===== src/rtl/s_protocol_adapter_pkg.sv =====
// Shared types and helpers for the egress protocol adapter: FSM state, the
// byte-group swap used on data and keep, and a parameter sanity check.
package s_protocol_adapter_pkg;

  localparam int MAX_BW  = 512;
  localparam int MAX_BWB = MAX_BW / 8;

  typedef enum logic {IDLE, IN_PKT} state_e;

  typedef struct packed {
    logic [MAX_BW-1:0]  data;
    logic [MAX_BWB-1:0] keep;
  } beat_t;

  function automatic bit cfg_ok(input int bw, input int bwb, input int gran);
    return (bw % 8 == 0) && (bw >= 32) && (bw <= MAX_BW) && (bwb == bw / 8) &&
           (gran >= 2) && ((gran & (gran - 1)) == 0) && (bwb % gran == 0);
  endfunction

  // Works on the widest bus; callers zero-pad and take the low BW bits.
  function automatic beat_t byte_group_swap(input logic [MAX_BW-1:0] data,
                                            input logic [MAX_BWB-1:0] keep,
                                            input int gran);
    beat_t r;
    int    src;
    for (int k = 0; k < MAX_BWB; k++) begin
      src                = (k / gran) * gran + (gran - 1 - (k % gran));
      r.data[k*8 +: 8]   = data[src*8 +: 8];
      r.keep[k]          = keep[src];
    end
    return r;
  endfunction

endpackage


===== src/rtl/axis_skid_buffer.sv =====
// Main + skid register pair giving a fully registered AXI4-Stream stage with
// a registered upstream ready and 1 beat/cycle sustained throughput.
module axis_skid_buffer #(
  parameter int W = 37
) (
  input  logic         clk_i,
  input  logic         rst_ni,
  input  logic         in_valid_i,
  output logic         in_ready_o,
  input  logic [W-1:0] in_data_i,
  output logic         out_valid_o,
  input  logic         out_ready_i,
  output logic [W-1:0] out_data_o
);

  logic         main_valid_q, main_valid_d;
  logic [W-1:0] main_data_q,  main_data_d;
  logic         skid_valid_q, skid_valid_d;
  logic [W-1:0] skid_data_q,  skid_data_d;
  logic         ready_q;
  logic         accept, drain;

  assign accept = in_valid_i & ready_q;
  assign drain  = main_valid_q & out_ready_i;

  // ready_q tracks "skid empty", so skid is never written while it is full.
  always_comb begin
    main_valid_d = main_valid_q;
    main_data_d  = main_data_q;
    skid_valid_d = skid_valid_q;
    skid_data_d  = skid_data_q;
    if (!main_valid_q || drain) begin
      if (skid_valid_q) begin
        main_valid_d = 1'b1;
        main_data_d  = skid_data_q;
        skid_valid_d = 1'b0;
      end else if (accept) begin
        main_valid_d = 1'b1;
        main_data_d  = in_data_i;
      end else begin
        main_valid_d = 1'b0;
      end
    end else if (accept) begin
      skid_valid_d = 1'b1;
      skid_data_d  = in_data_i;
    end
  end

  always_ff @(posedge clk_i or negedge rst_ni) begin
    if (!rst_ni) begin
      main_valid_q <= 1'b0;
      main_data_q  <= '0;
      skid_valid_q <= 1'b0;
      skid_data_q  <= '0;
      ready_q      <= 1'b0;
    end else begin
      main_valid_q <= main_valid_d;
      main_data_q  <= main_data_d;
      skid_valid_q <= skid_valid_d;
      skid_data_q  <= skid_data_d;
      ready_q      <= !skid_valid_d;
    end
  end

  assign in_ready_o  = ready_q;
  assign out_valid_o = main_valid_q;
  assign out_data_o  = main_data_q;

endmodule


===== src/rtl/s_protocol_adapter_egress_pipe.sv =====
// Egress adapter: per-packet byte-group swap/bypass on an AXI4-Stream,
// registered through a skid buffer, with beat/packet counters and keep check.
module s_protocol_adapter_egress_pipe
  import s_protocol_adapter_pkg::*;
#(
  parameter int BW   = 32,
  parameter int BWB  = BW / 8,
  parameter int GRAN = 4,
  parameter int CW   = 32
) (
  input  logic           clk_line,
  input  logic           rst_n,
  input  logic           swap_en,
  input  logic           stream_in_TVALID,
  output logic           stream_in_TREADY,
  input  logic [BW-1:0]  stream_in_TDATA,
  input  logic [BWB-1:0] stream_in_TKEEP,
  input  logic           stream_in_TLAST,
  output logic           stream_out_TVALID,
  input  logic           stream_out_TREADY,
  output logic [BW-1:0]  stream_out_TDATA,
  output logic [BWB-1:0] stream_out_TKEEP,
  output logic           stream_out_TLAST,
  output logic [CW-1:0]  pkt_cnt,
  output logic [CW-1:0]  beat_cnt,
  output logic           keep_err,
  input  logic           keep_err_clr
);

  localparam int PW = BW + BWB + 1;

  if (!cfg_ok(BW, BWB, GRAN)) begin : g_bad_cfg
    $error("s_protocol_adapter_egress_pipe: illegal BW/BWB/GRAN combination");
  end

  state_e             state_q;
  logic               mode_q;
  logic               swap_now, in_fire, keep_bad;
  logic [MAX_BW-1:0]  data_pad;
  logic [MAX_BWB-1:0] keep_pad;
  beat_t              swapped;
  logic [BW-1:0]      xform_data;
  logic [BWB-1:0]     xform_keep;
  logic [CW-1:0]      pkt_cnt_q, pkt_cnt_d, beat_cnt_q, beat_cnt_d;
  logic               keep_err_q, keep_err_d;
  logic [PW-1:0]      out_payload;

  assign in_fire  = stream_in_TVALID & stream_in_TREADY;
  // The first beat of a packet uses the live swap_en; later beats use the latch.
  assign swap_now = (state_q == IDLE) ? swap_en : mode_q;
  assign keep_bad = (!stream_in_TLAST && (stream_in_TKEEP != '1)) || (stream_in_TKEEP == '0);

  always_comb begin
    data_pad             = '0;
    keep_pad             = '0;
    data_pad[BW-1:0]     = stream_in_TDATA;
    keep_pad[BWB-1:0]    = stream_in_TKEEP;
    swapped              = byte_group_swap(data_pad, keep_pad, GRAN);
    xform_data           = swap_now ? swapped.data[BW-1:0]  : stream_in_TDATA;
    xform_keep           = swap_now ? swapped.keep[BWB-1:0] : stream_in_TKEEP;
  end

  if (BW < MAX_BW) begin : g_pad
    logic unused_pad;
    assign unused_pad = ^{swapped.data[MAX_BW-1:BW], swapped.keep[MAX_BWB-1:BWB]};
  end

  always_ff @(posedge clk_line or negedge rst_n) begin
    if (!rst_n) begin
      state_q <= IDLE;
      mode_q  <= 1'b0;
    end else if (in_fire) begin
      case (state_q)
        IDLE: begin
          mode_q <= swap_en;
          if (!stream_in_TLAST) state_q <= IN_PKT;
        end
        IN_PKT: begin
          if (stream_in_TLAST) state_q <= IDLE;
        end
        default: state_q <= IDLE;
      endcase
    end
  end

  // A new error in the same cycle as a clear keeps the flag set.
  always_comb begin
    pkt_cnt_d  = pkt_cnt_q;
    beat_cnt_d = beat_cnt_q;
    keep_err_d = keep_err_q;
    if (in_fire) begin
      beat_cnt_d = beat_cnt_q + 1'b1;
      if (stream_in_TLAST) pkt_cnt_d = pkt_cnt_q + 1'b1;
    end
    if (keep_err_clr) keep_err_d = 1'b0;
    if (in_fire && keep_bad) keep_err_d = 1'b1;
  end

  always_ff @(posedge clk_line or negedge rst_n) begin
    if (!rst_n) begin
      pkt_cnt_q  <= '0;
      beat_cnt_q <= '0;
      keep_err_q <= 1'b0;
    end else begin
      pkt_cnt_q  <= pkt_cnt_d;
      beat_cnt_q <= beat_cnt_d;
      keep_err_q <= keep_err_d;
    end
  end

  axis_skid_buffer #(.W(PW)) u_skid (
    .clk_i       (clk_line),
    .rst_ni      (rst_n),
    .in_valid_i  (stream_in_TVALID),
    .in_ready_o  (stream_in_TREADY),
    .in_data_i   ({stream_in_TLAST, xform_keep, xform_data}),
    .out_valid_o (stream_out_TVALID),
    .out_ready_i (stream_out_TREADY),
    .out_data_o  (out_payload)
  );

  assign {stream_out_TLAST, stream_out_TKEEP, stream_out_TDATA} = out_payload;
  assign pkt_cnt  = pkt_cnt_q;
  assign beat_cnt = beat_cnt_q;
  assign keep_err = keep_err_q;

endmodule

===== config.mk =====
export PLATFORM = sky130hd
export DESIGN_NAME = s_protocol_adapter_egress_pipe
export DESIGN_NICKNAME = d
export VERILOG_FILES = /design/src/rtl/s_protocol_adapter_pkg.sv /design/src/rtl/axis_skid_buffer.sv /design/src/rtl/s_protocol_adapter_egress_pipe.sv
export SDC_FILE = /design/constraint.sdc
export NUM_CORES = 1
export LEC_CHECK = 0
export BUFFER_PORTS_ARGS = -buffer_cell sky130_fd_sc_hd__buf_4
export CORE_ASPECT_RATIO = 0.6
export CORE_UTILIZATION = 25
export CTS_CLUSTER_SIZE = 25
export DETAILED_ROUTE_END_ITERATION = 8
export SLEW_MARGIN = 40
export SYNTH_ARGS = -nofsm -noshare
export SYNTH_HDL_FRONTEND = slang
export SYNTH_HIERARCHICAL = 1
export SYNTH_SLANG_ARGS = --single-unit

===== constraint.sdc =====
create_clock -name clk_line -period 2.6 [get_ports clk_line]
set_input_delay 0.13 -clock clk_line [delete_from_list [all_inputs] [get_ports clk_line]]
set_output_delay 0.13 -clock clk_line [all_outputs]
set_load 0.02 [all_outputs]

* Word-level counts from Yosys, hierarchy flattened *
Cells that the tools add are included.

word-level totals
  register bits = 144
  input bits = 43
  output and inout bits = 104
  word-level logic and storage cells = 41

operators by class
  $add $sub $neg = 2
  eq/ne operators = 1
  muxes and demuxes = 12
  bitwise logic cells = 3
  reduce and logical (&&, ||, !) cells = 13

operators by type and width
  cell                                                              count
  37-bit 2-to-1 mux                                                 2
  32-bit by 1-bit adder with 32-bit output (second input constant)  2
  32-bit 2-to-1 mux                                                 1
  1-bit 2-to-1 mux                                                  8
  2-bit AND reduction                                               3
  4-bit zero test                                                   1
  4-bit 2-to-1 mux                                                  1
  4-bit inequality test (second input constant)                     1
  2-bit nonzero test                                                2
  1-bit zero test                                                   3
  1-bit AND                                                         2
  1-bit logical AND                                                 2
  1-bit logical OR                                                  2
  1-bit inverter                                                    1

* Logic depth before layout (Yosys ltp) *
  depth in word-level cells = 5
  gate-level depth with buffers = 6
  depth with buffers taken out = 5

* Hierarchy *
The synthesis kept the hierarchy.

modules (own cells, without submodules)
  module                          instances  cells an instance  area each (um^2)  seq. area each (um^2)
  s_protocol_adapter_egress_pipe  1          310                3583.4            1676.6
  axis_skid_buffer                1          206                3384.5            1926.8

* Worst setup path after synthesis *
OpenSTA, ideal clock, no wires.

  path type = register to register
  start point = register state_q
  end point = register u_skid.main_data_q[24] (netlist: u_skid/out_data_o[24])
  setup time = 125 ps
  data arrival time = 1900 ps
  data required time = 2475 ps
  setup slack = 575 ps
  stages on the path, launching flop included = 6
  clock period less this slack = 2025 ps
  path through = dfrtp_1 mux2i_2 buf_4 mux2_2 mux2_2 mux2_2

on the way
  cells in the longest elaborated chain, start to end = 4

RTL lines
  what                      RTL line                              source
  start: declaration        s_protocol_adapter_egress_pipe.sv:36  state_e state_q;
  start signal: assignment  s_protocol_adapter_egress_pipe.sv:70  state_q <= IDLE;
  start signal: assignment  s_protocol_adapter_egress_pipe.sv:76  if (!stream_in_TLAST) state_q <= IN_PKT;
  start signal: assignment  s_protocol_adapter_egress_pipe.sv:79  if (stream_in_TLAST) state_q <= IDLE;
  1-bit 2-to-1 mux          --
  32-bit 2-to-1 mux         s_protocol_adapter_egress_pipe.sv:59  xform_data = swap_now ? swapped.data[BW-1:0] : stream_in_TDATA;
  via xform_data[24]        s_protocol_adapter_egress_pipe.sv:42  logic [BW-1:0] xform_data;
  37-bit 2-to-1 mux         axis_skid_buffer.sv:37                end else if (accept) begin
  37-bit 2-to-1 mux         axis_skid_buffer.sv:33                if (skid_valid_q) begin
  end signal: assignment    axis_skid_buffer.sv:58                main_data_q <= main_data_d;
  end: declaration          axis_skid_buffer.sv:17                logic [W-1:0] main_data_q, main_data_d;

The timed path passes the listed nets, and every way through them passes these cells. The select of a mux whose other input is x is not followed.
A chain may end at the register's enable or synchronous reset.

* Worst setup path in the final report *
  start point = register state_q
  end point = register u_skid.main_data_q[15] (netlist: u_skid/out_data_o[15])

The elaborated chain is that of the path after synthesis.

==> results.ini <==
[outcome]
run_status = finished clean

[routing]
drt_iter0_markers = 161
route.detailed.drc = 0
totalWireLength_mm = 17.2
vias_per_cell = 4.37
wl_per_cell_um = 16.4
ant_nets = 0
first_pass_iters = 4
route.vias.total = 4571

[placement]
hpwl_mm = 12.0
portBuffers = 146
place_congestion = 0.717
post-place-ws_ns = 0.648

[sta]
relSlewSlack = 0.532
tightest_slew_ns = 0.702
drv_slew = 0
fin_tns_setup_ns = 0
hold_slack_ns = 0.0354
setup_viol = 0
grt_setup_unrepaired = false
fin_worst_skew_ns = 0.00548
hold_viol = 0
fmax_mhz = 512
fin_crit_ns = 1.95
final.setup.worst_slack_ns = 0.646
finalCritPeriodShare = 0.751

[clocking]
worstSkewPairLatency_ns = 0.43
path_clk_slew_ns = 0.06
cts_htree_levels = 4
cts_buffer_depth = 2
cts_setup_buffers = 0
cts-root-buf = clkbuf_16
clkSinkCount = 144
cts_inserted_buffers = 17
cts_tree = done

[synth]
synth_xor_area_frac = 0.0779
async_flop_share = 1.00
synth_top_area_share = 0.517
synth_most_common_cell = mux2_2
postSynthAreaPerCell_um2 = 13.5
syn_area_um2 = 6970
synth_edf_count = 0
yosys_most_used_dff = dfrtp_1
netlist_top_cells_area = dfrtp_1, mux2_2, xnor2_1, xor2_1, nand4_1
yosys_warnings = 6
yosysTopAreaCell = dfrtp_1
muxShareOfSynthArea = 0.242
synth_cells = 516
synth_top_family_by_area = multiplexers
ys_seq_area_frac = 0.517
synth_compound_area_frac = 0.00611
syn_nets = 561
synth-seq-cells = 144
synthAdderAreaFrac = 0.00359
yosys-top-cells-count = mux2_2, dfrtp_1, xnor2_1
synth.distinct_cells = 43
synthSimpleGateAreaFrac = 0.127

[critical_path]
cp_data_required_time_ns = 2.92
worstPathArrival_ns = 2.27
end_kind = flop
critPathKind = flop to flop
cp-start-kind = flop
path_max_fanout = 37

[global_route]
grt_pass1_wl_mm = 26.9
grt_use_met1 = 0.178
met2_usage = 0.173
met3_usage = 0.0505
grtUsageTotal = 0.125
grt-busiest-layer = met1
grt.overflow.total = 0
grt_pass1_vias = 4582
antenna_found_initial = 0
grt_max_degree = 82

[finish]
area_delta_synth_final_pct = 31.0
fin_nets = 718
layout-drive-gt1-share = 0.517
fillers = 2658
n_antenna_cell = 0

[power_and_ir_drop]
finalPower_mw = 8.24
p_per_area_nw_per_um2 = 902
ir_drop_v = 0.000434
power_leakage_nw = 4.13

[floorplan]
start_util = 0.259
rows = 46
core_area_um2 = 26900
die_h_um = 131
die_area_um2 = 28600
die_w_um = 218
ios = 147

[run]
cap_violations = 0

[hold_path]
hp-class = input pin to flop

[final cells by class]
| class | count | area, um^2 | area share |
|---|---|---|---|
| Inverter | 4 | 15.0 | 0.00164 |
| Timing Repair Buffer | 155 | 1230 | 0.134 |
| Clock buffer | 22 | 484 | 0.0531 |
| Tap cell | 360 | 450 | 0.0493 |
| Clock inverter | 9 | 155 | 0.0170 |
| Sequential cell | 144 | 3600 | 0.395 |
| Multi-Input combinational cell | 351 | 3190 | 0.350 |
[logic make-up after synthesis]
| logic type | after synthesis |
|---|---|
| adder cells (fa/ha/maj) | 2 |
| AND/OR/NAND/NOR | 131 |
| flip-flops | 144 |
| multiplexers | 149 |
| XOR/XNOR | 62 |
| buffers and inverters | 21 |
| AO/OA/AOI/OAI | 7 |
[per-layer routing]
layer	vias up	wire length, um
met5	-	0
met4	0	132
met3	14	948
met2	93	7340
met1	2276	8760
li1	2188	-
[power by group]
part / switching, mW / total, mW / internal [mW]
Combinational: 1.12 / 2.35 / 1.24
Sequential: 0.387 / 3.21 / 2.83
Clock: 0.969 / 2.67 / 1.70
[metrics by stage]
step | cell area (um^2) | utilization | cells
after global routing | 9130 | 0.340 | 1045
final | 9130 | 0.340 | 1045
after global placement | 8460 | 0.315 | 1011
after detailed placement | 8460 | 0.315 | 1011
after floorplan | 6970 | - | 516
after CTS | 9130 | 0.339 | 1045
[flip-flops by register name (all words and copies together) (netlist names)]
name / cells
beat_cnt: 32
keep_err: 1
mode_q: 1
pkt_cnt: 32
state_q: 1
u_skid/in_ready_o: 1
u_skid/out_data_o: 37
u_skid/out_valid_o: 1
u_skid/skid_data_q: 37
u_skid/skid_valid_q: 1
[final timing paths]
| check | startpoint | to | slack (ns) | depth (start not counted) |
|---|---|---|---|---|
| min reg2reg | beat_cnt[31] | beat_cnt[31] | 0.47 | 1 |
| max in group asynchronous | rst_n | u_skid/skid_data_q[4] | 1.59 | 3 |
| max | state_q | u_skid/out_data_o[15] | 0.65 | 5 |
| max reg2reg | state_q | u_skid/out_data_o[15] | 0.65 | 5 |
| min in group asynchronous | rst_n | beat_cnt[8] | 0.28 | 2 |
| min | stream_in_TLAST | u_skid/skid_data_q[36] | 0.04 | 2 |
[cells in the final DEF, fill, tap and decap left out, types with 7 or more instances in the layout]
cell	Yosys	final
clkbuf_16	0	17
buf_4	3	147
nand3_1	21	21
nand4_1	18	18
dfrtp_1	144	143
and3_1	11	11
xor2_1	22	22
nand2_1	25	25
and4_1	7	7
xnor2_1	40	40
mux2_2	146	146
nor3_1	11	11
[critical path, stage by stage, from the launching register on]
cell,delay (ns)
dfrtp_1,0.40
mux2i_4,0.26
buf_12,0.25
mux2_2,0.38
mux2_2,0.26
mux2_2,0.26
[repair_timing]
| item | CTS | global route |
|---|---|---|
| endpoints found under the hold margin | 81 | 0 |
| resized for setup | 0 | 0 |
| hold buffers | 3 | 0 |
| endpoints found under the setup margin | 0 | 0 |
Power figures use the tool's default switching activity.
